### config.mk
export PLATFORM = sky130hd
export DESIGN_NAME = video_mode_sequencer_flat
export DESIGN_NICKNAME = d
export VERILOG_FILES = /design/src/rtl/video_mode_sequencer_if.sv /design/src/rtl/video_mode_sequencer.sv /design/src/flat_wrapper.sv
export SDC_FILE = /design/constraint.sdc
export NUM_CORES = 1
export LEC_CHECK = 0
export CELL_PAD_IN_SITES_DETAIL_PLACEMENT = 1
export CELL_PAD_IN_SITES_GLOBAL_PLACEMENT = 1
export CORE_MARGIN = 3
export CORE_UTILIZATION = 28
export DETAILED_ROUTE_END_ITERATION = 6
export PLACE_DENSITY_LB_ADDON = 0.1
export SLEW_MARGIN = 20
export SYNTH_ARGS = -nofsm -noshare
export SYNTH_HDL_FRONTEND = slang
export SYNTH_SLANG_ARGS = --single-unit
### constraint.sdc
create_clock -name clock -period 2.97 [get_ports clock]
set_clock_uncertainty 0.15 [all_clocks]
set_input_delay 0.4455 -clock clock [delete_from_list [all_inputs] [get_ports clock]]
set_output_delay 0.4455 -clock clock [all_outputs]
set_load 0.05 [all_outputs]
### src/rtl/video_mode_sequencer_if.sv
`default_nettype none
// ============================================================================
// video_mode_sequencer_if : display-mode request handshake (valid/ready/error)
// Rev 1.0
// ============================================================================
interface video_mode_sequencer_if;
    logic [1:0] mode_req;
    logic       mode_valid;
    logic       mode_ready;
    logic       mode_error;

    modport master (output mode_req, output mode_valid, input mode_ready, input mode_error);
    modport slave  (input mode_req, input mode_valid, output mode_ready, output mode_error);
endinterface
`default_nettype wire

### src/rtl/video_mode_sequencer.sv
`default_nettype none
// ============================================================================
// video_mode_sequencer : frame-aligned video mode switching, blanking, frame tick
// Optional feature macro: VIDEO_MODE_WATCHDOG_EN (stalled-frame watchdog)
// Rev 1.0
// ============================================================================
module video_mode_sequencer #(
    parameter int xresolution  = 11,
    parameter int yresolution  = 10,
    parameter int BLANK_FRAMES = 2,
    parameter int WD_CYCLES    = 1048576
) (
    input  logic                   clock,
    input  logic                   reset,
    input  logic                   LineEnd,
    input  logic                   FrameEnd,
    video_mode_sequencer_if.slave  req_if,
    output logic [xresolution-1:0] hSynchPulse,
    output logic [xresolution-1:0] hBackPorch,
    output logic [xresolution-1:0] hActiveVideo,
    output logic [xresolution-1:0] hFrontPorch,
    output logic [yresolution-1:0] vSynchPulse,
    output logic [yresolution-1:0] vBackPorch,
    output logic [yresolution-1:0] vActiveVideo,
    output logic [yresolution-1:0] vFrontPorch,
    output logic                   timing_reset,
    output logic                   blank,
    output logic                   frame_tick,
    output logic [1:0]             current_mode
);

    typedef enum logic [1:0] {
        ST_RUN    = 2'd0,
        ST_PEND   = 2'd1,
        ST_SWITCH = 2'd2,
        ST_BLANK  = 2'd3
    } state_t;

    typedef struct packed {
        logic [xresolution-1:0] hs, hbp, hact, hfp;
        logic [yresolution-1:0] vs, vbp, vact, vfp;
    } timing_t;

    function automatic timing_t mode_timing(input logic [1:0] m);
        timing_t t;
        case (m)
            2'd1: t = '{xresolution'(120), xresolution'(64), xresolution'(800), xresolution'(56),
                        yresolution'(6),   yresolution'(23), yresolution'(600), yresolution'(37)};
            2'd2: t = '{xresolution'(96),  xresolution'(48), xresolution'(640), xresolution'(16),
                        yresolution'(2),   yresolution'(35), yresolution'(400), yresolution'(12)};
            default: t = '{xresolution'(96),  xresolution'(48), xresolution'(640), xresolution'(16),
                           yresolution'(2),   yresolution'(33), yresolution'(480), yresolution'(10)};
        endcase
        return t;
    endfunction

    state_t     state_q, state_d;
    logic [1:0] pend_q, pend_d;
    logic [1:0] mode_q, mode_d;
    timing_t    timing_q, timing_d;
    logic [3:0] cnt_q, cnt_d;
    logic       ready_q, ready_d;
    logic       blank_q, blank_d;
    logic       treset_q, treset_d;
    logic       tick_q, tick_d;
    logic       err_q, err_d;

    logic w_fb;
    logic w_hs;
    logic w_wd_hit;

    assign w_fb = LineEnd & FrameEnd;
    assign w_hs = req_if.mode_valid & ready_q;

`ifdef VIDEO_MODE_WATCHDOG_EN
    logic [20:0] wd_q, wd_d;
    logic        w_wd_active;

    assign w_wd_active = (state_q == ST_PEND) || (state_q == ST_BLANK);
    assign w_wd_hit    = w_wd_active && (wd_q == 21'(WD_CYCLES - 1));

    always_comb begin
        wd_d = '0;
        if (w_wd_active && !w_fb && !w_wd_hit)
            wd_d = wd_q + 21'd1;
    end

    always_ff @(posedge clock or negedge reset) begin
        if (!reset) wd_q <= '0;
        else        wd_q <= wd_d;
    end
`else
    logic w_unused_wd;
    assign w_unused_wd = (WD_CYCLES != 0);
    assign w_wd_hit    = 1'b0;
`endif

    always_comb begin
        state_d  = state_q;
        pend_d   = pend_q;
        mode_d   = mode_q;
        timing_d = timing_q;
        cnt_d    = cnt_q;
        case (state_q)
            ST_RUN: begin
                // Mode 3 and re-requests of the active mode never leave RUN
                if (w_hs && req_if.mode_req != 2'd3 && req_if.mode_req != mode_q) begin
                    pend_d  = req_if.mode_req;
                    state_d = ST_PEND;
                end
            end
            ST_PEND: begin
                if (w_fb || w_wd_hit) begin
                    timing_d = mode_timing(pend_q);
                    mode_d   = pend_q;
                    state_d  = ST_SWITCH;
                end
            end
            ST_SWITCH: begin
                cnt_d   = 4'(BLANK_FRAMES);
                state_d = (BLANK_FRAMES == 0) ? ST_RUN : ST_BLANK;
            end
            ST_BLANK: begin
                if (w_fb) begin
                    cnt_d = (cnt_q != 4'd0) ? cnt_q - 4'd1 : 4'd0;
                    if (cnt_q <= 4'd1)
                        state_d = ST_RUN;
                end
                if (w_wd_hit)
                    state_d = ST_RUN;
            end
            default: state_d = ST_SWITCH;
        endcase

        // Status outputs are registered decodes of the state being entered
        ready_d  = (state_d == ST_RUN);
        blank_d  = (state_d == ST_SWITCH) || (state_d == ST_BLANK);
        treset_d = (state_d == ST_SWITCH);
        tick_d   = (state_q == ST_RUN) && w_fb;
        err_d    = (state_q == ST_RUN) && w_hs && (req_if.mode_req == 2'd3);
    end

    always_ff @(posedge clock or negedge reset) begin
        if (!reset) begin
            state_q  <= ST_SWITCH;
            pend_q   <= 2'd0;
            mode_q   <= 2'd0;
            timing_q <= mode_timing(2'd0);
            cnt_q    <= 4'(BLANK_FRAMES);
            ready_q  <= 1'b0;
            blank_q  <= 1'b1;
            treset_q <= 1'b1;
            tick_q   <= 1'b0;
            err_q    <= 1'b0;
        end else begin
            state_q  <= state_d;
            pend_q   <= pend_d;
            mode_q   <= mode_d;
            timing_q <= timing_d;
            cnt_q    <= cnt_d;
            ready_q  <= ready_d;
            blank_q  <= blank_d;
            treset_q <= treset_d;
            tick_q   <= tick_d;
            err_q    <= err_d;
        end
    end

    assign hSynchPulse       = timing_q.hs;
    assign hBackPorch        = timing_q.hbp;
    assign hActiveVideo      = timing_q.hact;
    assign hFrontPorch       = timing_q.hfp;
    assign vSynchPulse       = timing_q.vs;
    assign vBackPorch        = timing_q.vbp;
    assign vActiveVideo      = timing_q.vact;
    assign vFrontPorch       = timing_q.vfp;
    assign timing_reset      = treset_q;
    assign blank             = blank_q;
    assign frame_tick        = tick_q;
    assign current_mode      = mode_q;
    assign req_if.mode_ready = ready_q;
    assign req_if.mode_error = err_q;

endmodule
`default_nettype wire

### src/flat_wrapper.sv
// flat-port wrapper written by rule: the top's interface ports become plain ports
module video_mode_sequencer_flat 
#(
    parameter int xresolution  = 11,
    parameter int yresolution  = 10,
    parameter int BLANK_FRAMES = 2,
    parameter int WD_CYCLES    = 1048576
)
  (clock, reset, LineEnd, FrameEnd, hSynchPulse, hBackPorch, hActiveVideo, hFrontPorch, vSynchPulse, vBackPorch, vActiveVideo, vFrontPorch, timing_reset, blank, frame_tick, current_mode, req_if_mode_req, req_if_mode_valid, req_if_mode_ready, req_if_mode_error);
  video_mode_sequencer_if req_if_i ();
  input  logic clock;
  input  logic reset;
  input  logic LineEnd;
  input  logic FrameEnd;
  output logic [xresolution-1:0] hSynchPulse;
  output logic [xresolution-1:0] hBackPorch;
  output logic [xresolution-1:0] hActiveVideo;
  output logic [xresolution-1:0] hFrontPorch;
  output logic [yresolution-1:0] vSynchPulse;
  output logic [yresolution-1:0] vBackPorch;
  output logic [yresolution-1:0] vActiveVideo;
  output logic [yresolution-1:0] vFrontPorch;
  output logic timing_reset;
  output logic blank;
  output logic frame_tick;
  output logic [1:0] current_mode;
  input wire logic [$bits(req_if_i.mode_req)-1:0] req_if_mode_req;
  input wire logic [$bits(req_if_i.mode_valid)-1:0] req_if_mode_valid;
  output wire logic [$bits(req_if_i.mode_ready)-1:0] req_if_mode_ready;
  output wire logic [$bits(req_if_i.mode_error)-1:0] req_if_mode_error;
  assign req_if_i.mode_req = req_if_mode_req;
  assign req_if_i.mode_valid = req_if_mode_valid;
  assign req_if_mode_ready = req_if_i.mode_ready;
  assign req_if_mode_error = req_if_i.mode_error;
  video_mode_sequencer #(.xresolution(xresolution), .yresolution(yresolution), .BLANK_FRAMES(BLANK_FRAMES), .WD_CYCLES(WD_CYCLES)) u_core (.clock(clock), .reset(reset), .LineEnd(LineEnd), .FrameEnd(FrameEnd), .req_if(req_if_i), .hSynchPulse(hSynchPulse), .hBackPorch(hBackPorch), .hActiveVideo(hActiveVideo), .hFrontPorch(hFrontPorch), .vSynchPulse(vSynchPulse), .vBackPorch(vBackPorch), .vActiveVideo(vActiveVideo), .vFrontPorch(vFrontPorch), .timing_reset(timing_reset), .blank(blank), .frame_tick(frame_tick), .current_mode(current_mode));
endmodule
# Yosys cells after proc, flatten, opt, wreduce, memory -nomap -nowiden

Cells that the tools add are included.

Register bits: 99
Latch bits: 0
RAM bits: 0
Output and inout bits: 91
Bits in read-only memories: 0
Memories kept: 0
Word-level logic and storage cells: 54

Reductions and logical operators: 13
Mux-type cells: 9
Bitwise gates (word level): 2
Multipliers: 0
Magnitude comparators: 1
Div/mod/pow operators: 0
$add $sub $neg: 1
Equal/unequal tests: 11
Shift operators: 0

Operators with widths:

| cell                                                  | count |
|---|---|
| case mux 78 bit (2 select lines)                      | 1 |
| == test 2 bit, second input constant                  | 6 |
| 2-to-1 mux 2 bit                                      | 4 |
| 2-to-1 mux 4 bit                                      | 2 |
| case mux 2 bit (4 select lines)                       | 1 |
| case mux 4 bit (2 select lines)                       | 1 |
| AND reduction 2 bit                                   | 3 |
| logical AND 1 bit                                     | 5 |
| == test 2 x 1 -> 1 bit, second input constant         | 2 |
| <= comparator 4 x 1 -> 1 bit, second input constant   | 1 |
| zero test 2 bit                                       | 2 |
| nonzero test 4 bit                                    | 1 |
| subtractor 4 x 1 -> 4 bit, second input constant      | 1 |
| AND 1 bit                                             | 2 |
| inequality test 2 x 1 -> 1 bit, second input constant | 1 |
| inequality test 2 bit                                 | 1 |
| inequality test 2 bit, second input constant          | 1 |
| nonzero test 2 bit                                    | 1 |
| logical OR 1 bit                                      | 1 |

# Depth between registers and ports, before layout

Word-level depth: 7
Gate-level depth with buffers: 6

# Least setup slack after synthesis

No wires, ideal clock.

Path type: flip-flop to flip-flop
From: reg u_core.mode_q[1], in the netlist u_core.current_mode[1]
To: reg u_core.state_q[0]
Arrival: 1.565 ns
Path buffers: 1
Period minus slack after synthesis: 1.842 ns
Cell stages (with the launch flop): 6
Setup slack: 1.128 ns
Cell sequence: dfrtp_1 > clkbuf_2 > and2b_2 > o21ai_0 > a21oi_1 > a221o_2

Cells in the longest elaborated chain, start to end: 4

RTL lines:

| what                            | RTL line                    | RTL |
|---|---|---|
| from (decl)                     | video_mode_sequencer.sv:59  | `logic [1:0] mode_q, mode_d;` |
| from (signal assigned)          | video_mode_sequencer.sv:158 | `mode_q <= mode_d;` |
| inequality test 2 bit           | video_mode_sequencer.sv:107 | `if (w_hs && req_if.mode_req != 2'd3 && req_if.mode_req != mode_q) begin` |
| logical AND 1 bit               | video_mode_sequencer.sv:107 |  |
| 2-to-1 mux 2 bit                | video_mode_sequencer.sv:107 |  |
| case mux 2 bit (4 select lines) | video_mode_sequencer.sv:104 | `case (state_q)` |
| named net u_core.state_d[0]     | video_mode_sequencer.sv:57  | `state_t state_q, state_d;` |
| to (signal assigned)            | video_mode_sequencer.sv:156 | `state_q <= state_d;` |
| to (decl)                       | video_mode_sequencer.sv:57  |  |

The timed path passes the listed nets, and every way through them passes these cells.
A chain may end at the register's enable or synchronous reset.

==> reports/summary.txt <==
Post-synth ARST share: 100%
post-synth top area share: 37.8%
setup slack, reg-to-reg: 1.19 ns
CTS clock-pin slew for the worst setup and hold paths: 0.08 ns
CP max stage cell: clkdlybuf4s50_1
Post-Layout Cell Count: 256
Final Util: 32.6%
Layout Nets: 197
dpl hpwl: 2.30 mm
Post-synth EDFFs: 0
Max VDD drop: 0.441 mV
CP Capture Type: primary output
Yosys warnings: 0
CP bufs+invs: 1
H-tree Lvls: 1
Placer Congestion: 0.692
Worst Path Max Fanout: 15
Pwr Total: 1.95 mW
layout cells sized above 1: 12.4%
register area: 509 um^2
Post-Syn Area per Cell: 9.29 um^2
Hold Crit Class: register to register
Synth top cells by count: buf_4 (80), dfrtp_1 (13), o21ai_0 (9), dfstp_2 (7), nand2_1 (7)
Worst R2R Start: u_core.state_q[0]
postcts setup bufs: 0
core area: 5300 um^2
vias in the first global route: 902
global-route wire length before repair: 4.51 mm
status: completed
fin crit share: 78.3%
wire per inst: 11.2 um
post-DR vias/cell: 3.81
final-layout fill cell count: 635
Reg2Reg Depth: 3
PwrDens: 1130 nW/um^2
synth top area cells: buf_4 (38%), dfrtp_1 (20%), dfstp_2 (12%), mux2_2 (4.3%), o21ai_0 (2.8%)
CTS sink cnt: 20
Initial Utilization: 29.9%
DRT Pass-1 Iters: 4
ANT nets after route: 0
Multi-input gate area: 641 um^2
vias: 976
Rows: 26
TNS Setup: 0 ns
Num CTS Buffers: 3
largest net degree at the start of global routing: 21
leak pwr: 0.758 nW
CTS tree: yes
Cells after DPL: 252
GRT Util Overall: 8.72%
Worst-Margin Slew: 0.884 ns
RSZ-0062 raised after global routing: false
post-synth cell types: 36
sequential fraction of the synthesis area: 32.1%
min-delay src: u_core.vActiveVideo[6]
GRT overflow: 0
DR iter-0 viols: 36
Max transition margin: 40.8%
Root Driver: clkbuf_8
drt drc: 0
CTS Buffer Depth: 2
top-level port count: 98
kind of critical path: register to primary output
register bit total from synthesis: 20
most common cell in the netlist: buf_4
die width: 81.3 um
Peak Freq: 0.430 GHz
Hold-fix buffers, CTS: 0
Worst Path Arrival: 1.73 ns
Post-Syn Area: 1590 um^2
DRT Wirelength: 2.86 mm
total of max-cap violations: 0
Final Setup Violations: 0
Crit path max-delay family: buffers and inverters
Die Height: 81.3 um
Worst Setup Start Kind: register
area leader, netlist: buf_4
Hold Path End: u_core.vActiveVideo[6]
reg-to-reg endpoint: u_core.pend_q[0]
min cycle time layout: 2.32 ns
Cells after Synth: 171
Slowest Stage Delay on Critical Path: 0.89 ns
initial antenna violation count: 0
Hold Fails Final Rpt: 0
Top FF cell, synth: dfrtp_1
worst skew pair latency: 0.25 ns
CP required: 2.37 ns
max-slew violations: 0
Post-CTS Resized: 0
DIE AREA: 6610 um^2
Layout area overhead: 8.83%
hold-critical path depth: 2
Buffers on Ports: 40
ant diodes: 0
crit-path cells: clkdlybuf4s50_1
==> how the worst max path moves through the flow <==
stage | from | end | slack (ns) | cells past startpoint
finish | u_core.hActiveVideo[5] | vActiveVideo[9] | 0.65 | 1
global route | u_core.hActiveVideo[5] | vBackPorch[2] | 0.53 | 1
CTS | u_core.hActiveVideo[5] | vActiveVideo[9] | 0.61 | 1
detailed placement | LineEnd | u_core.current_mode[0] | 0.84 | 4
global placement | LineEnd | u_core.current_mode[0] | 0.88 | 4
floorplan | u_core.current_mode[1] | u_core.state_q[0] | 1.13 | 5
==> through the flow <==
step	instance area, um^2	setup WS [ns]	hold WS [ns]
floorplan	1790	1.13	-0.0000911
global placement	1660	0.884	0.339
detailed placement	1660	0.840	0.347
CTS	1730	0.612	0.359
global route	1730	0.527	0.383
finish	1730	0.646	0.354
==> layout make-up <==
class / instances / area share [%]
multi-input cells: 117 / 37.1
flip-flops and latches: 20 / 29.5
repair buffers: 40 / 23.2
well taps: 70 / 5.07
clock buffers: 3 / 2.39
clock inverters: 1 / 1.74
inverters: 5 / 1.09
==> power by group <==
part | internal [mW] | switching (mW)
combinational | 0.344 | 0.814
clock | 0.180 | 0.0919
sequential | 0.387 | 0.129
total | 0.911 | 1.03
==> layout by cell type, fill, tap and decap left out, types with 4 or more instances in the layout <==
master / n
nor2_1: 4
o21ai_0: 9
conb_1: 57
mux2_2: 6
inv_1: 5
nor3_1: 5
dfrtp_1: 13
clkdlybuf4s50_1: 40
nand2_1: 7
dfstp_2: 7
==> layer usage <==
| metal | vias up | share of wire (%) | GRT usage (%) |
|---|---|---|---|
| met5 | - | 0 | 0 |
| met4 | 0 | 1.1 | 3.55 |
| met3 | 2 | 11 | 1.11 |
| met2 | 64 | 48 | 14.5 |
| met1 | 455 | 40 | 11.3 |
| li1 | 455 | - | - |
==> kinds of logic (layout without fill, tap and decap cells) <==
| kind of cell | Yosys count | in the layout | synth area share, % |
|---|---|---|---|
| other cells | 2 | 57 | 0.473 |
| buf+inv | 89 | 49 | 40.6 |
| compound gates | 23 | 23 | 9.61 |
| mux | 6 | 6 | 4.26 |
| flops | 20 | 20 | 32.1 |
| fa+ha+maj | 3 | 3 | 2.36 |
| simple gates | 28 | 28 | 10.6 |
==> state kept, by name (all words and copies together) (netlist names), 2 cells and up <==
name,cells
u_core.cnt_q,4
u_core.current_mode,2
u_core.vFrontPorch,2
u_core.pend_q,2
u_core.state_q,2
u_core.hActiveVideo,2
Power figures use the tool's default switching activity.
